==> src/rtl/irq_ctrl_pkg.sv <==
// Shared constants for the interrupt controller: register map, trigger
// encodings and FSM state type.
package irq_ctrl_pkg;

  localparam logic [1:0] IRQ_ADDR_TRIG    = 2'd0;
  localparam logic [1:0] IRQ_ADDR_ENABLE  = 2'd1;
  localparam logic [1:0] IRQ_ADDR_PENDING = 2'd2;
  localparam logic [1:0] IRQ_ADDR_INSERV  = 2'd3;

  localparam logic IRQ_TRIG_LEVEL = 1'b0;
  localparam logic IRQ_TRIG_EDGE  = 1'b1;

  localparam logic ENABLE  = 1'b1;
  localparam logic DISABLE = 1'b0;

  typedef enum logic [1:0] {
    IRQ_ST_IDLE    = 2'd0,
    IRQ_ST_REQ     = 2'd1,
    IRQ_ST_SERVICE = 2'd2
  } irq_state_e;

endpackage

==> src/rtl/irq_sync.sv <==
// Single-bit 2-flop synchroniser with a trailing delay flop for edge detect.
module irq_sync (
  input  logic clk,
  input  logic reset,
  input  logic din,
  output logic level,
  output logic rise
);

  logic s1, s2, s3;

  // s1/s2 resolve metastability; s3 is the previous s2 for rise detection
  always_ff @(posedge clk) begin
    if (reset) begin
      s1 <= 1'b0;
      s2 <= 1'b0;
      s3 <= 1'b0;
    end else begin
      s1 <= din;
      s2 <= s1;
      s3 <= s2;
    end
  end

  assign level = s2;
  assign rise  = s2 & ~s3;

endmodule

==> src/rtl/irq_ctrl.sv <==
// Interrupt controller: synchronises sources, latches pending bits, picks
// the lowest-index enabled candidate and runs one request at a time through
// REQ -> SERVICE -> IDLE.
module irq_ctrl
  import irq_ctrl_pkg::*;
#(
  parameter int IRQ_CH = 8,
  parameter int VEC_W  = 3
) (
  input  logic              clk,
  input  logic              reset,
  input  logic [IRQ_CH-1:0] irq_src,
  input  logic              cfg_we,
  input  logic [1:0]        cfg_addr,
  input  logic [IRQ_CH-1:0] cfg_wdata,
  output logic [IRQ_CH-1:0] cfg_rdata,
  input  logic              int_ack,
  input  logic              int_eoi,
  output logic [IRQ_CH-1:0] irq,
  output logic [VEC_W-1:0]  int_vec,
  output logic              int_busy
);

  localparam logic [IRQ_CH-1:0] ONE = {{(IRQ_CH-1){1'b0}}, 1'b1};

  irq_state_e        state, state_n;
  logic [IRQ_CH-1:0] trig, enable, pending, inserv;
  logic [IRQ_CH-1:0] lvl, rise, cand, pending_n, w1c, ack_clr, vec_oh;
  logic [IRQ_CH-1:0] irq_n;
  logic [VEC_W-1:0]  vec_n, sel_idx;
  logic              sel_vld, ack_take, eoi_take;

  for (genvar g = 0; g < IRQ_CH; g++) begin : g_sync
    irq_sync u_sync (
      .clk   (clk),
      .reset (reset),
      .din   (irq_src[g]),
      .level (lvl[g]),
      .rise  (rise[g])
    );
  end

  assign cand     = pending & enable & ~inserv;
  assign vec_oh   = ONE << int_vec;
  assign int_busy = (state != IRQ_ST_IDLE);

  // lowest index wins: scan downward so the last hit is the smallest index
  always_comb begin
    sel_vld = 1'b0;
    sel_idx = '0;
    for (int i = IRQ_CH - 1; i >= 0; i--) begin
      if (cand[i]) begin
        sel_vld = 1'b1;
        sel_idx = VEC_W'(i);
      end
    end
  end

  // next-state and registered-output values for the request FSM
  always_comb begin
    state_n  = state;
    irq_n    = irq;
    vec_n    = int_vec;
    ack_take = 1'b0;
    eoi_take = 1'b0;
    case (state)
      IRQ_ST_IDLE: begin
        if (sel_vld) begin
          state_n = IRQ_ST_REQ;
          vec_n   = sel_idx;
          irq_n   = ONE << sel_idx;
        end
      end
      IRQ_ST_REQ: begin
        // ack beats a simultaneous withdrawal
        if (int_ack) begin
          ack_take = 1'b1;
          irq_n    = '0;
          state_n  = IRQ_ST_SERVICE;
        end else if (!(pending[int_vec] && enable[int_vec])) begin
          irq_n   = '0;
          state_n = IRQ_ST_IDLE;
        end
      end
      IRQ_ST_SERVICE: begin
        if (int_eoi) begin
          eoi_take = 1'b1;
          state_n  = IRQ_ST_IDLE;
        end
      end
      default: begin
        state_n = IRQ_ST_IDLE;
        irq_n   = '0;
      end
    endcase
  end

  // pending: level channels follow s2; edge channels set on rise, clear on
  // ack or W1C, with set winning a same-cycle race
  always_comb begin
    w1c     = (cfg_we && cfg_addr == IRQ_ADDR_PENDING) ? cfg_wdata : '0;
    ack_clr = ack_take ? vec_oh : '0;
    pending_n = '0;
    for (int i = 0; i < IRQ_CH; i++) begin
      if (trig[i] == IRQ_TRIG_EDGE)
        pending_n[i] = rise[i] | (pending[i] & ~(w1c[i] | ack_clr[i]));
      else
        pending_n[i] = lvl[i];
    end
  end

  // state, outputs and configuration registers
  always_ff @(posedge clk) begin
    if (reset) begin
      state   <= IRQ_ST_IDLE;
      irq     <= '0;
      int_vec <= '0;
      trig    <= '0;
      enable  <= '0;
      pending <= '0;
      inserv  <= '0;
    end else begin
      state   <= state_n;
      irq     <= irq_n;
      int_vec <= vec_n;
      pending <= pending_n;
      if (cfg_we && cfg_addr == IRQ_ADDR_TRIG)   trig   <= cfg_wdata;
      if (cfg_we && cfg_addr == IRQ_ADDR_ENABLE) enable <= cfg_wdata;
      if (ack_take)      inserv <= vec_oh;
      else if (eoi_take) inserv <= '0;
    end
  end

  // combinational register read
  always_comb begin
    case (cfg_addr)
      IRQ_ADDR_TRIG:    cfg_rdata = trig;
      IRQ_ADDR_ENABLE:  cfg_rdata = enable;
      IRQ_ADDR_PENDING: cfg_rdata = pending;
      default:          cfg_rdata = inserv;
    endcase
  end

endmodule
==> config.mk <==
export PLATFORM = sky130hd
export DESIGN_NAME = irq_ctrl
export DESIGN_NICKNAME = d
export VERILOG_FILES = /design/src/rtl/irq_ctrl_pkg.sv /design/src/rtl/irq_sync.sv /design/src/rtl/irq_ctrl.sv
export SDC_FILE = /design/constraint.sdc
export NUM_CORES = 1
export LEC_CHECK = 0
export CORE_MARGIN = 5
export CORE_UTILIZATION = 35
export DETAILED_ROUTE_END_ITERATION = 6
export SLEW_MARGIN = 30
export SYNTH_ARGS = -nofsm -noshare
export SYNTH_HDL_FRONTEND = slang
export SYNTH_SLANG_ARGS = --single-unit
==> constraint.sdc <==
create_clock -name clk -period 1.9 [get_ports clk]
set_input_delay 0.285 -clock clk [delete_from_list [all_inputs] [get_ports clk]]
set_output_delay 0.285 -clock clk [all_outputs]
set_load 0.02 [all_outputs]
# Yosys cells after proc, flatten, opt, wreduce, memory -nomap -nowiden

Cells that the tools add are included.

Flip-flop bits (word level): 69
Output and inout bits: 20
Bits of input ports: 23

Shift-type cells: 2
Equal/unequal tests: 7
Bitwise operators: 52
Reductions and logical operators: 11
Order comparisons: 1
Muxes and demuxes: 46

Operators by type and width:

| operator                                                                     | number |
|---|---|
| 8-bit two-way mux                                                            | 7 |
| 8-bit one-hot mux with 3 select lines                                        | 2 |
| 3-bit two-way mux                                                            | 8 |
| 1-bit two-way mux                                                            | 22 |
| 1-bit NOT                                                                    | 17 |
| 1-bit bitwise AND                                                            | 16 |
| 8-bit bitwise AND                                                            | 2 |
| 1-bit bitwise OR                                                             | 16 |
| 1-bit by 3-bit << shifter with 8-bit output, first input constant            | 2 |
| 2-bit two-way mux                                                            | 4 |
| 8-bit NOT                                                                    | 1 |
| 1-bit binary-select mux with 3-bit select                                    | 2 |
| 2-bit one-hot mux with 3 select lines                                        | 1 |
| 3-bit AND reduction                                                          | 2 |
| 2-bit by 1-bit == test with 1-bit output, second input constant              | 2 |
| 2-bit == test, second input constant                                         | 2 |
| 1-bit logical AND                                                            | 4 |
| 2-bit logical NOT                                                            | 2 |
| 3-bit by 4-bit less-than comparator with 1-bit output, second input constant | 1 |
| 2-bit != test, second input constant                                         | 2 |
| 2-bit nonzero test                                                           | 2 |
| 3-bit != test, second input constant                                         | 1 |
| 2-bit AND reduction                                                          | 1 |

# Depth between registers and ports, before layout

Word-level depth: 13
Depth in mapped cells: 6
Mapped depth without buffers: 5

# Cells and area by module

Synthesis repeated with hierarchy kept, for this count alone.

Cells, all modules: 302
Area total of the unflattened synthesis: 2,961.6 um2

By module, submodules not included:

| module   | sequential area each (um2) | cells an instance | area an instance (um2) | instances |
|---|---|---|---|---|
| irq_ctrl | 900.9                      | 246               | 2,260.9                | 1 |
| irq_sync | 60.1                       | 7                 | 87.6                   | 8 |

# Worst setup path before layout

Ideal clock, no wire load.

Path type: register -> register
Start point: reg int_vec[1]
End point: reg irq[0]
Period minus slack after synthesis: 1.649 ns
Stages on the path, launching flop included: 7
Arrival: 1.517 ns
Setup slack: 0.251 ns
Library setup time: 0.131 ns
Path buffers: 1
Cells stage by stage: dfxtp_1 buf_2 nand4bb_1 a41oi_1 o31ai_2 o221a_2 nor3_1

Cells in the longest elaborated chain, start to end: 5
Elaborated cells between the ends (all ways): 7

Ends and longest elaborated chain:

| element                                   | RTL line        | RTL |
|---|---|---|
| start, declared                           | irq_ctrl.sv:20  | `output logic [VEC_W-1:0] int_vec,` |
| start signal, assigned                    | irq_ctrl.sv:125 | `int_vec <= vec_n;` |
| 1-bit binary-select mux with 3-bit select | irq_ctrl.sv:80  | `end else if (!(pending[int_vec] && enable[int_vec])) begin` |
| 1-bit two-way mux (implied by the code)   | irq_ctrl.sv:80  |  |
| 1-bit logical AND (*)                     | irq_ctrl.sv:80  |  |
| 3-bit != test (no line) (*)               | n/a             |  |
| 3-bit AND reduction (no line) (*)         | n/a             |  |
| end signal, assigned                      | irq_ctrl.sv:124 | `irq <= irq_n;` |
| end, declared                             | irq_ctrl.sv:19  | `output logic [IRQ_CH-1:0] irq,` |

Mark *: on every way between the ends. The rest lies on a longest branch, timed or not. The select of a mux whose other input is x is not followed.
A chain may end at the register's enable or synchronous reset.

# Worst setup path in the final report

Start point: reg int_vec[1]
End point: out int_vec[1]

No word-level cell between the ends.

==> impl_metrics.env <==
export IMPL_rsz0062_at_grt="false"
export IMPL_leakage_nw=1.42
export IMPL_core_um2=8130
export IMPL_fin_setup_tns_ps=0
export IMPL_yosysTopAreaCell="dfxtp_1"
export IMPL_synthFlopType="dfxtp_1"
export IMPL_cp_start_kind="flop"
export IMPL_hold_violations=0
export IMPL_yosysUniqueCellTypes=38
export IMPL_drt_wl_total_mm=6.87
export IMPL_ys_top_cells_by_area="dfxtp_1, mux2i_1, nor2b_1, nand2_1, mux4_2"
export IMPL_hold_depth=2
export IMPL_die_area_um2=10200
export IMPL_viasPerCell=5.08
export IMPL_vias=2343
export IMPL_p_switching_mw=0.715
export IMPL_yosys_warnings=0
export IMPL_max_freq_ghz=0.558
export IMPL_p_int_mw=2.24
export IMPL_drv_cap=0
export IMPL_setup_violations=0
export IMPL_grtUsageTotal_pct=14.2
export IMPL_path_clk_slew_ps=80
export IMPL_hp_class="input port to flop"
export IMPL_report_final_slew_viol_count=0
export IMPL_numCtsBuffers=9
export IMPL_rr_endpoint="irq[6]"
export IMPL_gp_congestion=0.793
export IMPL_reg2reg_slack_ps=190
export IMPL_cp_end_kind="primary output"
export IMPL_crit_buf_inv=2
export IMPL_status="completed"
export IMPL_grt_pass1_vias=2342
export IMPL_grt_max_degree=28
export IMPL_power_mw=2.96
export IMPL_rr_worst_depth=5
export IMPL_drtIter0Drc=102
export IMPL_cp_top_family="buffers and inverters"
export IMPL_fp_row_count=33
export IMPL_drc_errors=0
export IMPL_required_ps=1620
export IMPL_die_y_um=101
export IMPL_synth_edff_count=0
export IMPL_power_density_nw_per_um2=789
export IMPL_rr_startpoint="inserv[0]"
export IMPL_tightest_slew_ps=508
export IMPL_hold_ws_ps=321
export IMPL_ys_ff_latch=69
export IMPL_hp_start="reset"
export IMPL_cts_tree="done"
export IMPL_synthesis_nets=320
export IMPL_critPathMaxFanout=9
export IMPL_synthesis_instances=297
export IMPL_hpwl_mm=4.94
export IMPL_synth_async_sr_flop_share_pct=0
export IMPL_io_pins=43
export IMPL_whs_endpoint="int_vec[0]"
export IMPL_ys_seq_area_share_pct=47.8
export IMPL_cpPeakStageDelay_ps=600
export IMPL_cts_sinks=69
export IMPL_nFillCells=766
export IMPL_drtPass1Iterations=4
export IMPL_diodes=0
export IMPL_crit_chain="buf_4, clkdlybuf4s50_1"
export IMPL_combPwrFrac_pct=7.9
export IMPL_crit_path_top_delay_cell="clkdlybuf4s50_1"
export IMPL_drive_gt1_share_pct=16.0
export IMPL_worstPathArrival_ps=1510
export IMPL_criticalPathCategory="flop to primary output"
export IMPL_final_nets=374
export IMPL_htreeDepth=3
export IMPL_fin_crit_sh_pct=94.4
export IMPL_pre_cts_slack_ps=-475
export IMPL_relSlewSlack_pct=65.9
export IMPL_drtAntennaViolNets=0
export IMPL_portBuffers=42
export IMPL_wire_per_inst_um=14.9
export IMPL_worstSetupStartpoint="int_vec[1]"
export IMPL_switching_share_pct=24.2
export IMPL_insertion_delay_ps=340
export IMPL_die_w_um=101
export IMPL_regArea_um2=1380
export IMPL_grt_pass1_wl_mm=11.4
export IMPL_multi_input_area_um2=1410
export IMPL_clockBufferDepth=2
export IMPL_avgSynthCellArea_um2=9.74
export IMPL_synth_cell_area_um2=2890
export IMPL_overflow=0
export IMPL_skew_ps=9.43
export IMPL_syn2layout_area_growth_pct=29.5
export IMPL_clkPwrFrac_pct=41.1
export IMPL_yosysTopAreaCellShare_pct=47.8
export IMPL_setup_ws_ps=107
export IMPL_root_buffer="clkbuf_8"
export IMPL_fin_crit_ps=1790
export IMPL_antenna_found_initial=0
export IMPL_peakVddDrop_mv=0.434
export IMPL_initial_core_util_pct=35.6
export IMPL_seq_power_share_pct=51.0
[synthesized netlist by cell type (6+ instances only)]
cell type,instances
o21ai_0,7
clkbuf_1,7
a21oi_1,11
a211oi_1,10
dfxtp_1,69
nand3b_1,7
nand2_1,39
nor2b_1,25
mux2i_1,17
nor2_1,28
inv_1,11
nand3_1,10
a22o_1,8
mux4_2,6
[layout make-up]
class / instances / share of cell area, %
Multi-Input combinational cell: 203 / 37.5
Tap cell: 105 / 3.51
Clock inverter: 7 / 2.17
Timing Repair Buffer: 57 / 15.5
Clock buffer: 9 / 3.31
Inverter: 11 / 1.10
Sequential cell: 69 / 36.9
[layout by cell type (no fill, tap or decap), types with 8 or more instances in the layout]
master / Yosys / layout
a211oi_1: 10 / 10
a21oi_1: 11 / 11
a22o_1: 8 / 8
buf_2: 5 / 8
buf_4: 0 / 9
clkbuf_8: 0 / 9
clkdlybuf4s50_1: 1 / 31
dfxtp_1: 69 / 67
inv_1: 11 / 11
mux2i_1: 17 / 17
nand2_1: 39 / 39
nand3_1: 10 / 10
nor2_1: 28 / 28
nor2b_1: 25 / 25
[what timing repair did]
item                       4_1_cts  5_1_grt
gates resized for setup         35        0
setup endpoints to repair       11        0
setup buffers                    0        0
hold buffers                     0        0
[registers in the layout, indices dropped and copies added (netlist names)]
signal	count
int_vec	3
g_sync.u_sync.s3	8
pending	8
irq	8
g_sync.u_sync.s1	8
inserv	8
enable	8
state	2
trig	8
g_sync.u_sync.level	8
[through the flow]
stage | instances | area (um^2) | util [%]
finish | 461 | 3750 | 46.1
global route | 461 | 3750 | 46.1
CTS | 461 | 3750 | 46.1
detailed placement | 444 | 3540 | 43.5
global placement | 444 | 3540 | 43.5
floorplan | 297 | 2890 | -
[kinds of logic after synthesis]
| family | share of synthesized area, % |
|---|---|
| and+or+nand+nor | 22.2 |
| DFF | 47.8 |
| AOI/OAI and AO/OA | 14.0 |
| muxes | 12.4 |
| buffers and inverters | 3.68 |
[metal layers]
layer | global-route usage [%] | vias up | wire [um]
met5 | 0 | - | 0
met4 | 3.99 | 0 | 82
met3 | 5.05 | 10 | 392
met2 | 23.1 | 55 | 3250
met1 | 17.9 | 1110 | 3140
li1 | - | 1168 | -
[worst register-to-register path: cells and delay by family, from the launching register on]
family          cells  cell delay (ps)
compound gates      3              850
simple gates        2              380
flops               1              390
[worst max path at each step]
stage	endpoint	slack [ps]	cells past startpoint
4_1_cts	int_vec[0]	90	1
2_1_floorplan	irq[0]	250	6
6_report	int_vec[1]	110	2
3_5_place_dp	cfg_rdata[6]	-480	4
3_3_place_gp	cfg_rdata[6]	-470	4
5_1_grt	int_vec[1]	50	2
[power by group through the flow]
stage          logic, mW  registers, mW  clock network (mW)
2_1_floorplan      0.118           1.54                   0
3_3_place_gp       0.231           1.54                   0
3_5_place_dp       0.233           1.54                   0
4_1_cts            0.237           1.51                1.25
5_1_grt            0.253           1.51                1.33
6_report           0.234           1.51                1.21
(Power assumes the default switching activity.)
